$ cat src/rtl/serial_add_sub.sv
// Chunk-serial adder/subtractor: N = WIDTH/CHUNK cycles per operation, done pulses one cycle after the last chunk.
// No backpressure: start is taken only in IDLE or DONE and ignored while busy.
module serial_add_sub #(
  parameter int WIDTH = 8,
  parameter int CHUNK = 2
) (
  input  logic             clk,
  input  logic             rst,
  input  logic             start,
  input  logic [WIDTH-1:0] a,
  input  logic [WIDTH-1:0] b,
  input  logic             mode,
  output logic [WIDTH-1:0] s_d,
  output logic             cout,
  output logic             ovf,
  output logic             zero,
  output logic             busy,
  output logic             done
);

  localparam int N  = WIDTH / CHUNK;
  localparam int CW = (N > 1) ? $clog2(N) : 1;
  localparam logic [CW-1:0] LAST = CW'(N - 1);

  typedef enum logic [1:0] {
    IDLE = 2'd0,
    RUN  = 2'd1,
    DONE = 2'd2
  } state_t;

  state_t state, state_nx;

  logic [CW-1:0]    cnt;
  logic [WIDTH-1:0] a_sh;
  logic [WIDTH-1:0] b_sh;
  logic [WIDTH-1:0] res;
  logic             mode_q;
  logic             carry;
  logic             a_msb;
  logic             b_msb;

  logic             accept;
  logic             last;
  logic [CHUNK-1:0] a_chk;
  logic [CHUNK-1:0] b_eff;
  logic [CHUNK-1:0] sum_chk;
  logic             carry_nx;
  logic [WIDTH-1:0] a_nx;
  logic [WIDTH-1:0] b_nx;
  logic [WIDTH-1:0] res_nx;

  always_ff @(posedge clk) begin
    if (rst) begin
      state <= IDLE;
    end else begin
      state <= state_nx;
    end
  end

  always_comb begin
    state_nx = state;
    accept   = 1'b0;
    last     = 1'b0;
    busy     = 1'b0;
    done     = 1'b0;
    case (state)
      IDLE: begin
        if (start) begin
          state_nx = RUN;
          accept   = 1'b1;
        end
      end
      RUN: begin
        busy = 1'b1;
        if (cnt == LAST) begin
          state_nx = DONE;
          last     = 1'b1;
        end
      end
      DONE: begin
        done = 1'b1;
        if (start) begin
          state_nx = RUN;
          accept   = 1'b1;
        end else begin
          state_nx = IDLE;
        end
      end
      default: state_nx = IDLE;
    endcase
  end

  // Subtract is A + ~B + 1: the +1 comes from the carry preset at accept.
  always_comb begin
    a_chk = a_sh[CHUNK-1:0];
    b_eff = mode_q ? ~b_sh[CHUNK-1:0] : b_sh[CHUNK-1:0];
    {carry_nx, sum_chk} = {1'b0, a_chk} + {1'b0, b_eff} + {{CHUNK{1'b0}}, carry};
    a_nx   = a_sh >> CHUNK;
    b_nx   = b_sh >> CHUNK;
    res_nx = (res >> CHUNK) | (WIDTH'(sum_chk) << (WIDTH - CHUNK));
  end

  always_ff @(posedge clk) begin
    if (rst) begin
      cnt    <= '0;
      a_sh   <= '0;
      b_sh   <= '0;
      res    <= '0;
      mode_q <= 1'b0;
      carry  <= 1'b0;
      a_msb  <= 1'b0;
      b_msb  <= 1'b0;
      s_d    <= '0;
      cout   <= 1'b0;
      ovf    <= 1'b0;
      zero   <= 1'b0;
    end else if (accept) begin
      a_sh   <= a;
      b_sh   <= b;
      mode_q <= mode;
      carry  <= mode;
      cnt    <= '0;
      a_msb  <= a[WIDTH-1];
      b_msb  <= b[WIDTH-1];
    end else if (state == RUN) begin
      a_sh  <= a_nx;
      b_sh  <= b_nx;
      res   <= res_nx;
      carry <= carry_nx;
      cnt   <= cnt + 1'b1;
      if (last) begin
        // Carry-out of A + ~B + 1 is the inverse of the borrow.
        s_d  <= res_nx;
        cout <= mode_q ^ carry_nx;
        ovf  <= ((a_msb ^ b_msb) == mode_q) && (res_nx[WIDTH-1] != a_msb);
        zero <= (res_nx == '0);
      end
    end
  end

endmodule

$ cat config.mk
export PLATFORM = sky130hd
export DESIGN_NAME = serial_add_sub
export DESIGN_NICKNAME = d
export VERILOG_FILES = /design/src/rtl/serial_add_sub.sv
export SDC_FILE = /design/constraint.sdc
export NUM_CORES = 1
export LEC_CHECK = 0
export CAP_MARGIN = 20
export CORE_AREA = 2 2 53 80
export CTS_CLUSTER_DIAMETER = 60
export DETAILED_ROUTE_END_ITERATION = 10
export DIE_AREA = 0 0 55 82
export PLACE_DENSITY = 0.83
export SLEW_MARGIN = 5
export SYNTH_ARGS = -nofsm -noshare
export SYNTH_HDL_FRONTEND = slang
export SYNTH_SLANG_ARGS = --single-unit
$ cat constraint.sdc
create_clock -name clk -period 2.1 [get_ports clk]
set_input_delay 0.42 -clock clk [delete_from_list [all_inputs] [get_ports clk]]
set_output_delay 0.42 -clock clk [all_outputs]
set_load 0.01 [all_outputs]
# Word-level counts from Yosys, hierarchy flattened
# Cells that the tools add are included.
dict set report totals {
  register_bits 43
  input_bits 20
}
dict set report classes {
  addsub 3
  eq_ne 7
  muxes 17
  n_bitwise 5
  reduce_logical 9
}
# operator count
set op_table {}
lappend op_table {{8-bit two-way mux} 4}
lappend op_table {{1-bit two-way mux} 9}
lappend op_table {{8-bit zero test} 1}
lappend op_table {{6-bit by 8-bit bitwise OR with 8-bit output} 1}
lappend op_table {{2-bit two-way mux} 3}
lappend op_table {{2-bit case mux with 3 select lines} 1}
lappend op_table {{2-bit == test, second input constant} 2}
lappend op_table {{2-bit != test, second input constant} 2}
lappend op_table {{2-bit AND reduction} 2}
lappend op_table {{2-bit OR reduction} 2}
lappend op_table {{2-bit by 2-bit adder with 3-bit output} 1}
lappend op_table {{3-bit by 1-bit adder with 3-bit output} 1}
lappend op_table {{3-bit AND reduction} 1}
lappend op_table {{2-bit by 1-bit adder with 2-bit output, second input constant} 1}
lappend op_table {{2-bit by 1-bit == test with 1-bit output, second input constant} 1}
lappend op_table {{2-bit zero test} 1}
lappend op_table {{2-bit NOT} 1}
lappend op_table {{2-bit nonzero test} 1}
lappend op_table {{1-bit XOR} 2}
lappend op_table {{1-bit == test} 1}
lappend op_table {{1-bit logical AND} 1}
lappend op_table {{1-bit != test} 1}
lappend op_table {{1-bit NOT} 1}

# Longest topological paths before layout
dict set report logic_depth {
  word_depth 7
  ltp_mapped 7
  ltp_nobuf 6
}

# Worst setup path before layout
# Ideal clock, no wire load.
dict set report synth_path {
  path_kind {flip-flop to flip-flop}
  from {reg mode_q}
  to {reg ovf}
  setup_time_ns 0.086
  arrival_ns 1.887
  slack_ns 0.128
  stages_incl_launch_ff 8
  n_path_buf 1
  period_less_slack_ns 1.972
  path_cell_list {dfxtp_1 buf_2 xor2_1 fa_1 fa_1 nor2b_1 mux2i_1 a211oi_1}
}
dict set report synth_via {
  elab_chain_len 6
  elab_cells_between_ends 7
  classes_between {add/sub: 2; eq/ne: 2; mux: 1; bitwise: 1; reduce/logical: 1}
}
# element line_no
set synth_lines {}
lappend synth_lines {{start, declared} 37} ;# logic mode_q;
lappend synth_lines {{start signal, assigned} 120} ;# mode_q <= mode;
lappend synth_lines {{2-bit two-way mux} 96} ;# b_eff = mode_q ? ~b_sh[CHUNK-1:0] : b_sh[CHUNK-1:0];
lappend synth_lines {{2-bit by 2-bit adder with 3-bit output} 97} ;# {carry_nx, sum_chk} = {1'b0, a_chk} + {1'b0, b_eff} + {{CHUNK{1'b0}}, carry};
lappend synth_lines {{3-bit by 1-bit adder with 3-bit output} 97}
lappend synth_lines {{6-bit by 8-bit bitwise OR with 8-bit output} 100} ;# res_nx = (res >> CHUNK) | (WIDTH'(sum_chk) << (WIDTH - CHUNK));
lappend synth_lines {{net res_nx[7]} 50} ;# logic [WIDTH-1:0] res_nx;
lappend synth_lines {{1-bit != test} 135} ;# ovf <= ((a_msb ^ b_msb) == mode_q) && (res_nx[WIDTH-1] != a_msb);
lappend synth_lines {{1-bit logical AND} 135}
lappend synth_lines {{end signal, assigned} 135}
lappend synth_lines {{end, declared} 15} ;# output logic ovf,
# The timed path passes the listed nets, and every way through them passes these cells.
# A chain may end at the register's enable or synchronous reset.

# Worst setup path after layout
dict set report layout_path {
  from {reg b_sh[0]}
  to {reg ovf}
}
dict set report layout_via {
  elab_chain_len 7
}
# element line_no
set layout_lines {}
lappend layout_lines {{start, declared} 35} ;# logic [WIDTH-1:0] b_sh;
lappend layout_lines {{start signal, assigned} 127} ;# b_sh <= b_nx;
lappend layout_lines {{2-bit NOT} 96}
lappend layout_lines {{2-bit two-way mux (*)} 96}
lappend layout_lines {{2-bit by 2-bit adder with 3-bit output (*)} 97}
lappend layout_lines {{3-bit by 1-bit adder with 3-bit output (*)} 97}
lappend layout_lines {{6-bit by 8-bit bitwise OR with 8-bit output (*)} 100}
lappend layout_lines {{net res_nx[7]} 50}
lappend layout_lines {{1-bit != test (*)} 135}
lappend layout_lines {{1-bit logical AND (*)} 135}
# Mark *: on every way through the listed nets, which the timed path passes. The rest lies on a longest branch.

==> reports/summary.txt <==
cell at the slowest stage of the critical path = fa_2
fraction of registers with async set or reset after synthesis = 0%
proportion of synthesized chip area in sequential cells = 49.32%
average wire per cell in the routed design = 12.75 um
Longest Clk Path Bufs = 2
port bufs = 32
CP Buf/Inv Count = 0
area fraction in compound gates after synthesis = 17.37%
layout net count = 242
largest family of logic cells by synthesized area = simple AND/OR/NAND/NOR gates
outcome = finished clean
EDFF count, synth = 0
endpoint of the worst hold-timing path = s_d[0]$_SDFFE_PP0P_
via/cell ratio = 5.253
startpoint type of the worst setup path = register
min Tclk post-route = 2031 ps
cell family contributing the most delay on the critical path = adder cells
Leakage Power = 0.7407 nW
#FFs+latches synth = 41
ports placed on the boundary = 33
Filler Cells Inserted = 384
worst slew pin tran = 425.9 ps
end of the worst register-to-register path = ovf$_SDFFE_PP0P_
Post-Layout Inst Area = 0.002110 mm2
net count of the mapped netlist = 213
area enclosed by the die boundary = 0.004510 mm2
detailed-placement wirelength estimate = 2241 um
wire length of the first global-routing pass = 5768 um
proportion of netlist area held by the largest area contributor = 49.32%
Worst Reg-to-Reg Cells = 6
number of nets still failing antenna checks after routing = 0
library cell appearing most often on the critical path = fa_2
cells along the critical path = xor2_1, fa_2, fa_2, nor2b_2, mux2i_1, a211oi_1
die span in y = 82 um
Hold Path Stages = 2
Routability Congestion = 0.7668
main flop type after synthesis = dfxtp_1
number of sinks on the clock net = 41
Routed Wire Length = 3380 um
crit path DAT = 2240 ps
area share of fa/ha/maj cells after synthesis = 3.158%
combined global-route utilization of all metal layers = 17.67%
FF-to-FF setup slack = 70 ps
total design power = 0.001684 W
DRC violation total after the first TritonRoute iteration = 51
CTS Root Cell = clkbuf_8
post-synth cell types = 26
commonest cells in the netlist = 41 x dfxtp_1, 38 x nand2_1, 34 x a21oi_1
launching point of the worst reg2reg path = b_sh[0]$_SDFFE_PP0P_
post-synthesis cell count = 190
post-synth design cell area = 0.001664 mm2
total gr overflow = 0
TritonCTS buffer count = 5
most frequent cell after synthesis = dfxtp_1
clock latency reported for the late side of the worst-skew pair = 300 ps
maximum number of pins on one net before global-route repair = 42
Clock Skews = 5.192 ps
share of cell area taken by muxes after synthesis = 1.203%
clock edge transition at the registers on the reported setup and hold paths = 80 ps
fraction of layout instances using a drive strength above 1 = 9.091%
CTS H-Tree Depth = 2
class of the most critical hold timing path = register to register
signed area change from the synthesized netlist to the final layout = 26.77%
simple-gate share of the synthesized area = 19.77%
top area cells in the synthesized netlist = dfxtp_1 49%, a21oi_1 10%, nand2_1 8.6%, nand3_1 5.4%, a22oi_1 5.4%
areal power density over the cells = 798.4 mW/mm2
xor/xnor cell area share of the yosys netlist = 2.632%
antenna diode count = 0
category of the most critical setup path = register to register
die outline width = 55 um
number of placement rows = 28
final period utilization = 96.70%
first-pass iteration count of the detailed router = 4
TritonCTS clock tree = done
total number of vias = 1,392
average cell area after synthesis = 8.758 um2
Max stage delay on crit path = 610 ps
number of warning messages in the yosys log = 0
maximum vdd drop = 0.6118 mV
max-slew violation count = 0
Slew headroom = 71.61%
origin of the worst min-delay path = s_d[0]$_SDFFE_PP0P_
Core ar. = 0.003854 mm2
number of setup violations in the final report = 0
Maximum Capacitance Violations = 0
post-synthesis cell type with the largest combined area = dfxtp_1
crit end category = register
number of global-route vias before repair = 1,331
# DRC = 0
antenna violations before repair = 0
cell area after placement = 0.001978 mm2
Initial Util = 43.18%
f_max = 492.5 MHz
quantity of hold-fixing buffers added after cts = 0
maximum net fanout on the critical path = 4
final hold viol count = 0
Req. time, crit path = 2310 ps
sequential cells by signal (all words and copies together), names as in the netlist:
register and count:
ovf 1, cout 1, s_d 8, state 2
zero 1, carry 1, b_sh 8, cnt 2
b_msb 1, res 6, a_msb 1, mode_q 1
a_sh 8
logic make-up after synthesis:
family / after synthesis
AOI/OAI and AO/OA: 50
xor gates and xnor gates: 5
adders and majority gates: 3
buffers and inverters: 17
DFF: 41
muxes: 2
and+or+nand+nor: 72
metal layers:
| metal | vias up | global-route usage [%] | share of wire (%) | wire length (um) |
|---|---|---|---|---|
| met2 | 41 | 29.76 | 53 | 1782 |
| met5 | - | 0 | 0 | 0 |
| met1 | 635 | 19.36 | 41 | 1369 |
| met3 | 7 | 5.091 | 4.4 | 148 |
| li1 | 709 | - | - | - |
| met4 | 0 | 9.268 | 2.4 | 80 |
placed cells by master, fill, tap and decap left out, types with 3 or more instances in the layout:
master           instances
a21oi_1                 34
a22oi_1                 12
buf_4                    6
clkbuf_8                 5
clkdlybuf4s50_1         32
dfxtp_1                 40
nand2_1                 38
nand3_1                 18
nor2_1                   4
nor2b_1                  3
xnor2_1                  3
how the worst max path moves through the flow:
stage | startpoint | end | slack [ps] | cells after the start
2_1_floorplan | mode_q$_SDFFE_PP0P_ | ovf$_SDFFE_PP0P_ | 130 | 7
4_1_cts | b_sh[0]$_SDFFE_PP0P_ | ovf$_SDFFE_PP0P_ | 60 | 6
3_3_place_gp | b_sh[0]$_SDFFE_PP0P_ | ovf$_SDFFE_PP0P_ | 200 | 6
6_report | b_sh[0]$_SDFFE_PP0P_ | ovf$_SDFFE_PP0P_ | 70 | 6
5_1_grt | b_sh[0]$_SDFFE_PP0P_ | ovf$_SDFFE_PP0P_ | -5 | 6
3_5_place_dp | b_sh[0]$_SDFFE_PP0P_ | ovf$_SDFFE_PP0P_ | 100 | 6
final cells by class:
class / instances / area, um2 / share of cell area [%]
clock buffers: 5 / 68.82 / 3.262
clock inverters: 3 / 46.29 / 2.195
inverters: 1 / 8.758 / 0.4152
multi-input cells: 132 / 742.0 / 35.17
flip-flops and latches: 41 / 822.0 / 38.97
well taps: 45 / 56.30 / 2.669
repair buffers: 38 / 365.4 / 17.32
where the power goes:
part	switching, W	internal, W	leakage [nW]
clock network	0.000278	0.000356	0.0543
logic	0.000112	0.000105	0.352
registers	0.0000235	0.000811	0.334
total	0.000413	0.00127	0.741
stage by stage:
step	utilization [%]	setup TNS, ps	setup slack [ps]	instances	hold slack [ps]
after global placement	51.33	0	198.3	256	440.9
after global routing	54.74	-4.740	-4.740	265	481.9
after CTS	54.32	0	61.60	264	459.2
final	54.74	0	69.40	265	453.9
after detailed placement	51.33	0	95.33	256	447.8
after floorplan	-	0	127.8	190	445.1
worst reg2reg max path, stage by stage, from the launching register on:
cell and delay, ps:
dfxtp_1 330, xor2_1 190, fa_2 360, fa_2 610, nor2b_2 150, mux2i_1 80, a211oi_1 210
what timing repair did:
| action | CTS | global route |
|---|---|---|
| endpoints found under the setup margin | 0 | 2 |
| gates resized for setup | 0 | 4 |
| buffers inserted | 0 | 1 |
Power figures use the tool's default switching activity.
